File: src/rtl/handshake_arbiter.sv
// Round-robin arbiter sharing one downstream request/accept/done unit among N_REQ requesters,
// with a per-transaction watchdog that aborts stalled transactions.
module handshake_arbiter #(
  parameter int unsigned N_REQ       = 4,
  parameter int unsigned TIMEOUT_CYC = 64,
  parameter int unsigned IDX_W       = $clog2(N_REQ)
) (
  input  logic             clk,
  input  logic             rst,
  input  logic [N_REQ-1:0] req,
  output logic [N_REQ-1:0] grant,
  output logic [IDX_W-1:0] grant_idx,
  output logic [N_REQ-1:0] done_out,
  output logic             dn_request,
  input  logic             dn_accept,
  input  logic             dn_done,
  output logic             busy,
  output logic             timeout_err
);

  localparam int unsigned WdogW = (TIMEOUT_CYC > 1) ? $clog2(TIMEOUT_CYC) : 1;
  localparam logic [WdogW-1:0] WdogLast = WdogW'(TIMEOUT_CYC - 1);

  typedef enum logic [2:0] {
    StIdle,
    StGrant,
    StWaitDone,
    StRelease,
    StAbort
  } state_e;

  state_e           state_q, state_d;
  logic [IDX_W-1:0] sel_q, sel_d;
  logic [IDX_W-1:0] ptr_q, ptr_d;
  logic [N_REQ-1:0] grant_q, grant_d;
  logic             acc_seen_q, acc_seen_d;
  logic [WdogW-1:0] wdog_q, wdog_d;

  logic             win_found;
  logic [IDX_W-1:0] win_idx;
  logic [IDX_W-1:0] cand_idx;
  int unsigned      cand;
  logic             wdog_hit;

  function automatic logic [IDX_W-1:0] inc_idx(input logic [IDX_W-1:0] idx);
    if (32'(idx) == N_REQ - 1) begin
      return '0;
    end
    return idx + 1'b1;
  endfunction

  function automatic logic [N_REQ-1:0] onehot(input logic [IDX_W-1:0] idx);
    return {{(N_REQ-1){1'b0}}, 1'b1} << idx;
  endfunction

  // First set request searching from ptr upward, wrapping modulo N_REQ.
  always_comb begin
    win_found = 1'b0;
    win_idx   = '0;
    cand      = 0;
    cand_idx  = '0;
    for (int unsigned i = 0; i < N_REQ; i++) begin
      cand = 32'(ptr_q) + i;
      if (cand >= N_REQ) begin
        cand = cand - N_REQ;
      end
      cand_idx = IDX_W'(cand);
      if (!win_found && req[cand_idx]) begin
        win_found = 1'b1;
        win_idx   = cand_idx;
      end
    end
  end

  always_comb begin
    state_d    = state_q;
    sel_d      = sel_q;
    ptr_d      = ptr_q;
    grant_d    = grant_q;
    acc_seen_d = acc_seen_q;
    wdog_d     = wdog_q;
    wdog_hit   = (TIMEOUT_CYC != 0) && (wdog_q == WdogLast);

    unique case (state_q)
      StIdle: begin
        if (win_found) begin
          sel_d      = win_idx;
          grant_d    = onehot(win_idx);
          acc_seen_d = 1'b0;
          wdog_d     = '0;
          state_d    = StGrant;
        end
      end
      StGrant: begin
        wdog_d = wdog_q + 1'b1;
        if (dn_accept) begin
          acc_seen_d = 1'b1;
        end
        // Normal exit (handoff or withdrawal) takes priority over the watchdog.
        if (!req[sel_q]) begin
          if (acc_seen_q || dn_accept) begin
            state_d = StWaitDone;
          end else begin
            state_d = StIdle;
            grant_d = '0;
            ptr_d   = inc_idx(sel_q);
          end
        end else if (wdog_hit) begin
          state_d = StAbort;
          grant_d = '0;
        end
      end
      StWaitDone: begin
        wdog_d = wdog_q + 1'b1;
        if (dn_done) begin
          state_d = StRelease;
        end else if (wdog_hit) begin
          state_d = StAbort;
          grant_d = '0;
        end
      end
      StRelease: begin
        state_d = StIdle;
        grant_d = '0;
        ptr_d   = inc_idx(sel_q);
      end
      StAbort: begin
        state_d = StIdle;
        ptr_d   = inc_idx(sel_q);
      end
      default: begin
        state_d = StIdle;
        grant_d = '0;
      end
    endcase
  end

  always_ff @(posedge clk) begin
    if (rst) begin
      state_q    <= StIdle;
      sel_q      <= '0;
      ptr_q      <= '0;
      grant_q    <= '0;
      acc_seen_q <= 1'b0;
      wdog_q     <= '0;
    end else begin
      state_q    <= state_d;
      sel_q      <= sel_d;
      ptr_q      <= ptr_d;
      grant_q    <= grant_d;
      acc_seen_q <= acc_seen_d;
      wdog_q     <= wdog_d;
    end
  end

  assign grant       = grant_q;
  assign grant_idx   = sel_q;
  assign busy        = (state_q != StIdle);
  assign timeout_err = (state_q == StAbort);
  assign done_out    = (state_q == StRelease) ? grant_q : '0;
  assign dn_request  = (state_q == StGrant) && req[sel_q];

endmodule

File: config.mk
export PLATFORM = sky130hd
export DESIGN_NAME = handshake_arbiter
export DESIGN_NICKNAME = d
export VERILOG_FILES = /design/src/rtl/handshake_arbiter.sv
export SDC_FILE = /design/constraint.sdc
export NUM_CORES = 1
export LEC_CHECK = 0
export BUFFER_PORTS_ARGS = -buffer_cell sky130_fd_sc_hd__buf_4
export CORE_MARGIN = 2
export CORE_UTILIZATION = 50
export CTS_BUF_LIST = sky130_fd_sc_hd__clkbuf_8
export CTS_CLUSTER_SIZE = 24
export DETAILED_ROUTE_END_ITERATION = 10
export PLACE_DENSITY_LB_ADDON = 0.08
export SYNTH_ARGS = -nofsm -noshare
export SYNTH_HDL_FRONTEND = slang
export SYNTH_SLANG_ARGS = --single-unit
File: constraint.sdc
create_clock -name clk -period 3.7 [get_ports clk]
set_input_delay 0 -clock clk [delete_from_list [all_inputs] [get_ports clk]]
set_output_delay 0 -clock clk [all_outputs]
set_load 0.02 [all_outputs]
==> results of run 1 <==
## state kept, by name (all words and copies together) (netlist names)
signal,count
wdog_q,6
grant,4
state_q,3
grant_idx,2
ptr_q,2
acc_seen_q,1
## cell usage in the layout, fill, tap and decap left out, drive strengths merged
cell and instances:
a32o 4, nor3b 2, ha 2, or4 1, or3 4, clkbuf 3, nor2b 3, and3 7
a211oi 1, mux2i 3, o31ai 1, nor4b 1, o22ai 1, buf 20, o22a 1, a21o 1
dfxtp 18, nand2b 2, inv 7, a31oi 1, mux4 1, nor3 3, nor2 11, o21ai 8
a2111oi 1, a21oi 14, o221ai 2, nand2 3, nand3 2, o21bai 1, or2 1, a41oi 1
or3b 3, and2 1
## cell families (layout without fill, tap and decap cells)
family	count (synthesis)	after routing	synth area share [%]
AOI/OAI and AO/OA	37	37	26.2
DFF	18	18	35.0
and+or+nand+nor	44	44	26.0
adders and majority gates	2	2	2.43
muxes	4	4	5.11
buffers and inverters	12	30	5.23
## metal layers
| metal | track usage [%] | up-vias | wire length (um) |
|---|---|---|---|
| li1 | - | 471 | - |
| met1 | 26.2 | 428 | 1010 |
| met2 | 33.1 | 14 | 1010 |
| met3 | 3.99 | 2 | 75 |
| met4 | 5.71 | 0 | 11 |
| met5 | 0 | - | 0 |
## path summary, 6_finish.rpt
kind	endpoint	slack, ps	cells after the start
worst max-delay path	grant[2]	1770	5
worst min-delay path	wdog_q[3]	50	2
worst max register to register	grant[2]	1770	5
worst min register to register	wdog_q[1]	480	2
## power breakdown
part / total (W) / switching, W / internal [W]
clock network: 0.000130 / 0.0000575 / 0.0000721
registers: 0.000224 / 0.0000179 / 0.000206
logic: 0.000113 / 0.0000620 / 0.0000514
## stage by stage
stage | instance area, sq um | power, W | hold WS [ps]
after global routing | 1230 | 0.000492 | 66.4
after global placement | 1180 | 0.000339 | 301
after floorplan | 1030 | 0.000306 | 187
final | 1230 | 0.000467 | 49.5
after CTS | 1230 | 0.000472 | 43.2
after detailed placement | 1180 | 0.000342 | 308
## area by class of cell
cell class,count,area share (%)
timing repair buffer,20,12.2
tap,27,2.76
inverter,7,2.14
clock buffer,3,3.37
sequential,18,29.4
multi-input combinational,87,50.1
## worst reg2reg max path, delay by kind of cell (launching register included)
kind            cells  cell delay, ps
flops               1             610
simple gates        2             720
compound gates      3             540
==> flow_summary_export.csv, run 1 <==
group,metric,value,unit
outcome,status,"complete, no violations",
sta,hold_violations,0,
setup_path,worstPathCellList,"nor3b_4 > a21oi_1 > or3_1 > a31oi_2 > a32o_1",
setup_path,worstPathRequired,3890,ps
setup_path,path_buf_inv,0,
global_route,grt_start_max_net_pins,17,
min_path,min_path_type,"input pin to flop",
setup_path,critPathTopFamily,"simple AND/OR/NAND/NOR gates",
route,drc,0,
yosys,synth_area_leader_cell,"dfxtp_1",
placed_design,place.gp.congestion,0.863,
clocking,clkLatencyLatePin,240,ps
yosys,netlist_instances,117,
yosys,ys_seq_elements,18,
placed_design,placed_cells,159,
floorplan,std_cell_rows,16,
cells_and_area,nets,147,
floorplan,die_h,49.4,um
route,viasPerCell,5.65,
yosys,ys_warn_count,0,
floorplan,dieArea,2440,sq um
clocking,post-cts-setup-buffer-count,0,
sta,tightest_slew,486,ps
floorplan,die_w,49.4,um
yosys,synth_top_area_share,35.0,%
yosys,syn-num-nets,127,
cells_and_area,drive_gt1_share,26.7,%
route,drtAntennaViolNets,0,
yosys,synth.yosys.seq_area_share,35.0,%
placed_design,hpwlAfterDp,1.64,mm
route,wl,2.11,mm
job,max_cap_viol_count,0,
sta,slew_headroom,67.6,%
placed_design,dp_slack,1780,ps
clocking,ctsRootBufferMaster,"clkbuf_8",
setup_path,arrival,2120,ps
setup_path,r2r_start,"state_q[0]",
cells_and_area,fillers,181,
sta,period_minus_slack,1930,ps
yosys,yosys-top-cells-area,"dfxtp_1 (35%), a21oi_1 (6.3%), and3_1 (4.3%)",
global_route,grt_antenna_before_repair,0,
yosys,synth_most_common_cell,"dfxtp_1",
setup_path,start_kind,"flop",
min_path,min-delay-start,"rst",
route,drt-pass1-iter-count,4,
cells_and_area,syn_to_final_growth,19.2,%
global_route,grt_pass1_wl,3.80,mm
sta,clock_skew,0.640,ps
global_route,grt_overflow,0,
sta,max_freq,518,MHz
cells_and_area,regArea,360,sq um
route,drt-initial-drc-count,16,
yosys,avgSynthCellArea,8.79,sq um
cells_and_area,final_util,63.1,%
clocking,htree_levels,1,
power,p_per_area,381,nW/um^2
setup_path,crit_start,"state_q[0]",
route,via_count,915,
yosys,synth-edff-count,0,
cells_and_area,multi_input_area,614,sq um
power,peakVddDrop,0.248,mV
yosys,synthFlopType,"dfxtp_1",
yosys,synth_area,1030,sq um
yosys,synthTopCellsByCount,"dfxtp_1 (18), a21oi_1 (13), nor2_1 (11)",
clocking,cts_tree,"yes",
sta,fin_tns_setup,0,ps
power,leakagePower,0.518,nW
floorplan,initial_core_util,53.0,%
setup_path,slowest_delay,610,ps
cells_and_area,antenna_cells,0,
setup_path,worst-setup-path-type,"flop to flop",
sta,finalSetupViolations,0,
clocking,ctsResizeCount,0,
floorplan,ioPinCount,21,
sta,slew_violations,0,
setup_path,critical_path.slowest_cell,"dfxtp_1",
sta,finalCritPeriodShare,52.2,%
clocking,clk_pin_slew,60,ps
setup_path,worstPathMaxFanout,13,
floorplan,coreArea,1940,sq um
clocking,hold_buffers,0,
sta,fin_ws,1770,ps
clocking,cts_buffer_depth,2,
yosys,synthArstFlopShare,0,%
clocking,numCtsBuffers,3,
cells_and_area,fin_cells,162,
sta,rsz0062_at_grt,"no",
global_route,track_usage,20.0,%
global_route,grt_pass1_vias,814,
clocking,cts_sinks,18,
placed_design,portBuffers,20,
setup_path,end_kind,"flop",
yosys,yosys.cell_types.count,39,
route,wire_per_inst,13.0,um
No activity file was read; power rests on OpenSTA's default activity.
==> run 2, diff against run 1 <==
==> constraint.sdc (replaced) <==
create_clock -name clk -period 2 [get_ports clk]
set_input_delay 0 -clock clk [delete_from_list [all_inputs] [get_ports clk]]
set_output_delay 0 -clock clk [all_outputs]
set_load 0.02 [all_outputs]
==> flow_summary_export.csv, run 2 (synthesis results as in run 1) <==
group,metric,value,unit
setup_path,start_kind,"flop",
setup_path,r2r_start,"grant_idx[0]",
floorplan,std_cell_rows,16,
sta,fin_tns_setup,0,ps
setup_path,worstPathRequired,2190,ps
power,switching_share,29.3,%
sta,period_minus_slack,1810,ps
global_route,grt_overflow,0,
sta,fin_ws,192,ps
cells_and_area,fillers,172,
global_route,grt-busiest-layer,"met2",
setup_path,reg2reg_depth,5,
global_route,grt_pass1_vias,806,
route,drtAntennaViolNets,0,
setup_path,slowest_delay,560,ps
power,power.share.clock,32.0,%
cells_and_area,final_common_cell,"buf_4",
cells_and_area,drive_gt1_share,28.8,%
min_path,whs_endpoint,"acc_seen_q",
power,peakVddDrop,0.441,mV
global_route,grt_start_max_net_pins,17,
global_route,grt_util_met1,25.2,%
setup_path,worstPathCellList,"mux4_2 > nand2b_1 > a41oi_2 > or3_1 > a21oi_1",
power,leakagePower,0.541,nW
cells_and_area,regMostFlops,"wdog_q",
cells_and_area,final_util,65.0,%
cells_and_area,antenna_cells,0,
clocking,cts_buffer_depth,2,
setup_path,critical_path.slowest_cell,"mux4_2",
floorplan,die_h,49.4,um
clocking,cts_tree,"yes",
route,viasPerCell,5.52,
global_route,grt_antenna_before_repair,0,
outcome,status,"complete, no violations",
setup_path,reg2reg_to,"ptr_q[0]",
clocking,ctsResizeCount,0,
setup_path,worstPathMaxFanout,5,
sta,clock_skew,4.29,ps
floorplan,die_w,49.4,um
clocking,cts_sinks,18,
sta,slew_headroom,68.9,%
floorplan,dieArea,2440,sq um
placed_design,place.gp.congestion,0.829,
floorplan,ioPinCount,21,
global_route,gr-usage-met2,28.6,%
power,sequentialPowerShare,43.4,%
route,wl,2.17,mm
job,max_cap_viol_count,0,
clocking,htree_levels,1,
power,p_per_area,737,nW/um^2
min_path,min-delay-start,"dn_accept",
route,drc,0,
placed_design,dp_slack,214,ps
route,drt-pass1-iter-count,4,
route,via_count,917,
clocking,ctsRootBufferMaster,"clkbuf_8",
sta,finalCritPeriodShare,90.4,%
cells_and_area,largest_register_ffs,6,
route,drt-initial-drc-count,27,
placed_design,hpwlAfterDp,1.65,mm
power,power,0.000930,W
clocking,numCtsBuffers,3,
cells_and_area,nets,150,
min_path,min_delay_path_depth,3,
placed_design,portBuffers,20,
floorplan,initial_core_util,53.0,%
global_route,grt_pass1_wl,3.55,mm
floorplan,coreArea,1940,sq um
sta,tightest_slew,465,ps
power,intPower,0.000658,W
setup_path,end_kind,"flop",
route,wire_per_inst,13.1,um
power,power_frac_comb,24.6,%
setup_path,arrival,2000,ps
clocking,clkLatencyLatePin,260,ps
min_path,min_path_type,"input pin to flop",
global_route,grt_use_met3,5.21,%
cells_and_area,syn_to_final_growth,22.7,%
sta,finalSetupViolations,0,
power,switchingPower,0.000272,W
clocking,hold_buffers,0,
sta,hold_violations,0,
setup_path,worst-setup-path-type,"flop to flop",
sta,rsz0062_at_grt,"no",
global_route,track_usage,18.8,%
sta,slew_violations,0,
cells_and_area,most-common-layout-cells,"buf_4 (23), dfxtp_1 (18), a21oi_1 (13)",
clocking,clk_pin_slew,70,ps
clocking,post-cts-setup-buffer-count,0,
setup_path,r2r_slack,190,ps
sta,max_freq,553,MHz
==> run 2: cell types whose count changed in the layout (fill, tap and decap cells not counted) <==
cell / delta
clkbuf_8: +1
buf_4: +3
==> run 2: final cells by class <==
cell class              instances  area [sq um]  share of cell area (%)
clock buffers                   4          55.1                    4.36
inverters                       7          26.3                    2.08
well taps                      27          33.8                    2.68
multi-input cells              87           614                    48.7
flip-flops and latches         18           360                    28.5
repair buffers                 23           173                    13.7
==> run 2: worst max-delay path by stage <==
stage                      start        to  depth (start not counted)
floorplan           grant_idx[0]  ptr_q[0]                          5
detailed placement  grant_idx[0]  ptr_q[0]                          5
finish              grant_idx[0]  ptr_q[0]                          5
CTS                 grant_idx[0]  ptr_q[0]                          5
global placement    grant_idx[0]  ptr_q[0]                          5
global route        grant_idx[0]  ptr_q[0]                          5
==> run 2: metal layers <==
metal  vias to the layer above  wire [um]
met5                         -          0
met4                         0         25
met3                         2         79
met2                        17        963
met1                       419       1100
li1                        479          -
==> run 2: power by group through the flow <==
stage / Clock (W) / Combinational (W) / Sequential [W]
after floorplan: 0 / 0.000145 / 0.000421
after detailed placement: 0 / 0.000228 / 0.000411
after global placement: 0 / 0.000225 / 0.000410
after CTS: 0.000305 / 0.000229 / 0.000403
after global routing: 0.000321 / 0.000253 / 0.000407
final: 0.000298 / 0.000229 / 0.000403
==> run 2: per-stage QoR <==
stage / instances / cell area, sq um / hold slack [ps]
2_1_floorplan: 117 / 1030 / 187
3_3_place_gp: 162 / 1210 / 300
3_5_place_dp: 162 / 1210 / 304
4_1_cts: 166 / 1260 / 30.2
5_1_grt: 166 / 1260 / 44.4
6_report: 166 / 1260 / 27.3
==> run 2: critical path: cells and delay by family (launching register included) <==
family,cells,cell delay [ps]
AO/OA/AOI/OAI,2,300
multiplexers,1,560
AND/OR/NAND/NOR,2,460
flip-flops,1,410
==> run 3, diff against run 2 <==
--- a/config.mk
+++ b/config.mk
@@ -5,6 +5,7 @@
 export SDC_FILE = /design/constraint.sdc
 export NUM_CORES = 1
 export LEC_CHECK = 0
+export ABC_AREA = 1
 export BUFFER_PORTS_ARGS = -buffer_cell sky130_fd_sc_hd__buf_4
 export CORE_MARGIN = 2
 export CORE_UTILIZATION = 50
==> flow_summary_export.csv, run 3 <==
group,metric,value,unit
power,peakVddDrop,0.884,mV
placed_design,placed_cells,247,
clocking,clk_pin_slew,70,ps
setup_path,r2r_slack,250,ps
setup_path,crit_top_cell,"nand2_1",
min_path,min-delay-start,"dn_accept",
setup_path,critical_path.slowest_cell,"dfxtp_1",
placed_design,place.gp.congestion,0.895,
power,p_per_area,1530,nW/um^2
outcome,status,"complete, no violations",
yosys,synth_area,1310,sq um
yosys,ys_seq_elements,18,
route,wl,2.92,mm
clocking,numCtsBuffers,3,
floorplan,initial_core_util,53.0,%
clocking,ctsRootBufferMaster,"clkbuf_8",
yosys,synthFlopType,"dfxtp_1",
setup_path,end_kind,"flop",
cells_and_area,most-common-layout-cells,"nand2_1 (59), buf_4 (21), nor2_1 (19)",
sta,tightest_slew,475,ps
route,drtAntennaViolNets,0,
yosys,yosys.cell_types.count,29,
cells_and_area,final_util,63.3,%
route,drt-initial-drc-count,37,
setup_path,reg2reg_to,"grant[3]",
cells_and_area,drive_gt1_share,29.6,%
setup_path,worst-setup-path-type,"flop to flop",
clocking,clkLatencyLatePin,250,ps
route,viasPerCell,5.15,
sta,clock_skew,5.20,ps
sta,fin_tns_setup,0,ps
setup_path,worstPathRequired,2190,ps
sta,finalCritPeriodShare,87.6,%
sta,slew_violations,0,
placed_design,hpwlAfterDp,2.32,mm
global_route,grt_pass1_vias,1187,
cells_and_area,nets,234,
yosys,synth.yosys.seq_area_share,27.4,%
yosys,syn-num-nets,208,
global_route,grt_overflow,0,
job,max_cap_viol_count,0,
setup_path,worstPathCellList,"nand2_1 > nand2_4 > nand2_1 > nand2_1 > nand2_1 > nand3_1 > nand3_2 > nor2_1 > nand2_1 > a21oi_2",
sta,rsz0062_at_grt,"no",
min_path,whs_endpoint,"acc_seen_q",
power,leakagePower,0.747,nW
yosys,synth_area_leader_cell,"dfxtp_1",
setup_path,reg2reg_depth,10,
sta,hold_violations,0,
yosys,synth-edff-count,0,
yosys,synth_most_common_cell,"nand2_1",
yosys,ys_warn_count,0,
sta,finalSetupViolations,0,
cells_and_area,regMostFlops,"wdog_q",
global_route,grt_antenna_before_repair,0,
setup_path,worstPathMaxFanout,10,
clocking,htree_levels,1,
setup_path,cp.depth,10,
yosys,synthArstFlopShare,0,%
cells_and_area,finalInstanceArea,1570,sq um
clocking,post-cts-setup-buffer-count,0,
setup_path,arrival,1950,ps
cells_and_area,final_common_cell,"nand2_1",
floorplan,ioPinCount,21,
yosys,yosys-top-cells-area,"dfxtp_1 (27%), nand2_1 (17%), nand3_1 (6.1%)",
sta,period_minus_slack,1750,ps
yosys,synth_top_area_share,27.4,%
global_route,grt_pass1_wl,5.00,mm
yosys,netlist_instances,198,
sta,slew_headroom,68.3,%
min_path,min_path_type,"input pin to flop",
setup_path,slowest_delay,620,ps
clocking,cts_sinks,18,
setup_path,critPathTopFamily,"simple AND/OR/NAND/NOR gates",
floorplan,die_h,55.3,um
clocking,cts_buffer_depth,2,
floorplan,dieArea,3050,sq um
yosys,synthTopCellsByCount,"nand2_1 (59), nor2_1 (19), dfxtp_1 (18), inv_1 (17), nand3_1 (16)",
clocking,cts_tree,"yes",
cells_and_area,syn_to_final_growth,19.4,%
floorplan,die_w,55.3,um
route,drc,0,
placed_design,portBuffers,20,
setup_path,r2r_start,"ptr_q[0]",
cells_and_area,fin_cells,253,
cells_and_area,antenna_cells,0,
route,wire_per_inst,11.5,um
min_path,min_delay_path_depth,3,
setup_path,start_kind,"flop",
sta,max_freq,571,MHz
placed_design,placed_area,1490,sq um
cells_and_area,largest_register_ffs,6,
yosys,avgSynthCellArea,6.64,sq um
route,via_count,1302,
floorplan,coreArea,2480,sq um
setup_path,path_buf_inv,0,
global_route,track_usage,19.8,%
floorplan,std_cell_rows,18,
route,drt-pass1-iter-count,4,
global_route,grt_start_max_net_pins,11,
[run 3: cell types whose count changed after synthesis, moves of 6 or more]
| cell | change |
|---|---|
| nor2_1 | +8 |
| and3_1 | -6 |
| nand2_2 | +9 |
| inv_1 | +10 |
| nand2_4 | +6 |
| nand2_1 | +56 |
| inv_2 | +7 |
| nand3_1 | +14 |
[run 3: worst max-delay path by stage]
stage                     from   endpoint  slack, ps
finish                ptr_q[0]   grant[3]        250
global route          ptr_q[0]   grant[3]         70
CTS                   ptr_q[0]  wdog_q[3]        250
detailed placement    ptr_q[0]  wdog_q[3]        260
global placement      ptr_q[0]  wdog_q[3]        290
floorplan           state_q[1]   grant[0]        480
[run 3: metrics by stage]
step | hold slack [ps] | setup WS, ps | total power [W]
floorplan | 87.7 | 484 | 0.00177
global placement | 193 | 293 | 0.00207
detailed placement | 197 | 264 | 0.00209
CTS | 8.53 | 250 | 0.00240
global route | 40.3 | 72.0 | 0.00260
finish | 11.7 | 249 | 0.00239
[run 3: metal layers]
layer	up-vias	share of wire (%)	track usage, %
met1	580	49	25.1
met2	26	46	33.0
met5	-	0	0
li1	688	-	-
met3	8	4.3	5.15
met4	0	1.2	5.92
[run 3: final cells by class]
class / count / area, sq um
clock buffers: 4 / 55.1
inverters: 26 / 105
repair buffers: 23 / 178
flip-flops and latches: 18 / 360
multi-input cells: 152 / 833
fillers: 232 / 908
well taps: 30 / 37.5
[run 3: power by group]
part	internal, W	total (W)	switching (W)
Combinational	0.000522	0.00152	0.000998
Sequential	0.000456	0.000576	0.000120
Clock	0.000175	0.000298	0.000123
[run 3: logic make-up (layout without fill, tap and decap cells)]
| logic type | count (synthesis) | count (layout) | synth area share [%] |
|---|---|---|---|
| DFF | 18 | 18 | 27.4 |
| adders and majority gates | 2 | 2 | 1.90 |
| AOI/OAI and AO/OA | 26 | 26 | 12.9 |
| and+or+nand+nor | 124 | 124 | 48.7 |
| buffers and inverters | 28 | 53 | 9.14 |
[run 3: repair_timing]
item	4_1_cts	5_1_grt
hold buffers	2	0
gates resized for setup	0	0
hold endpoints to repair	4	0
[run 3: worst reg2reg max path: stages, from the launching register on]
cell and delay, ps:
dfxtp_1 620, nand2_1 170, nand2_4 130, nand2_1 50
nand2_1 70, nand2_1 70, nand3_1 80, nand3_2 90
nor2_1 190, nand2_1 90, a21oi_2 120
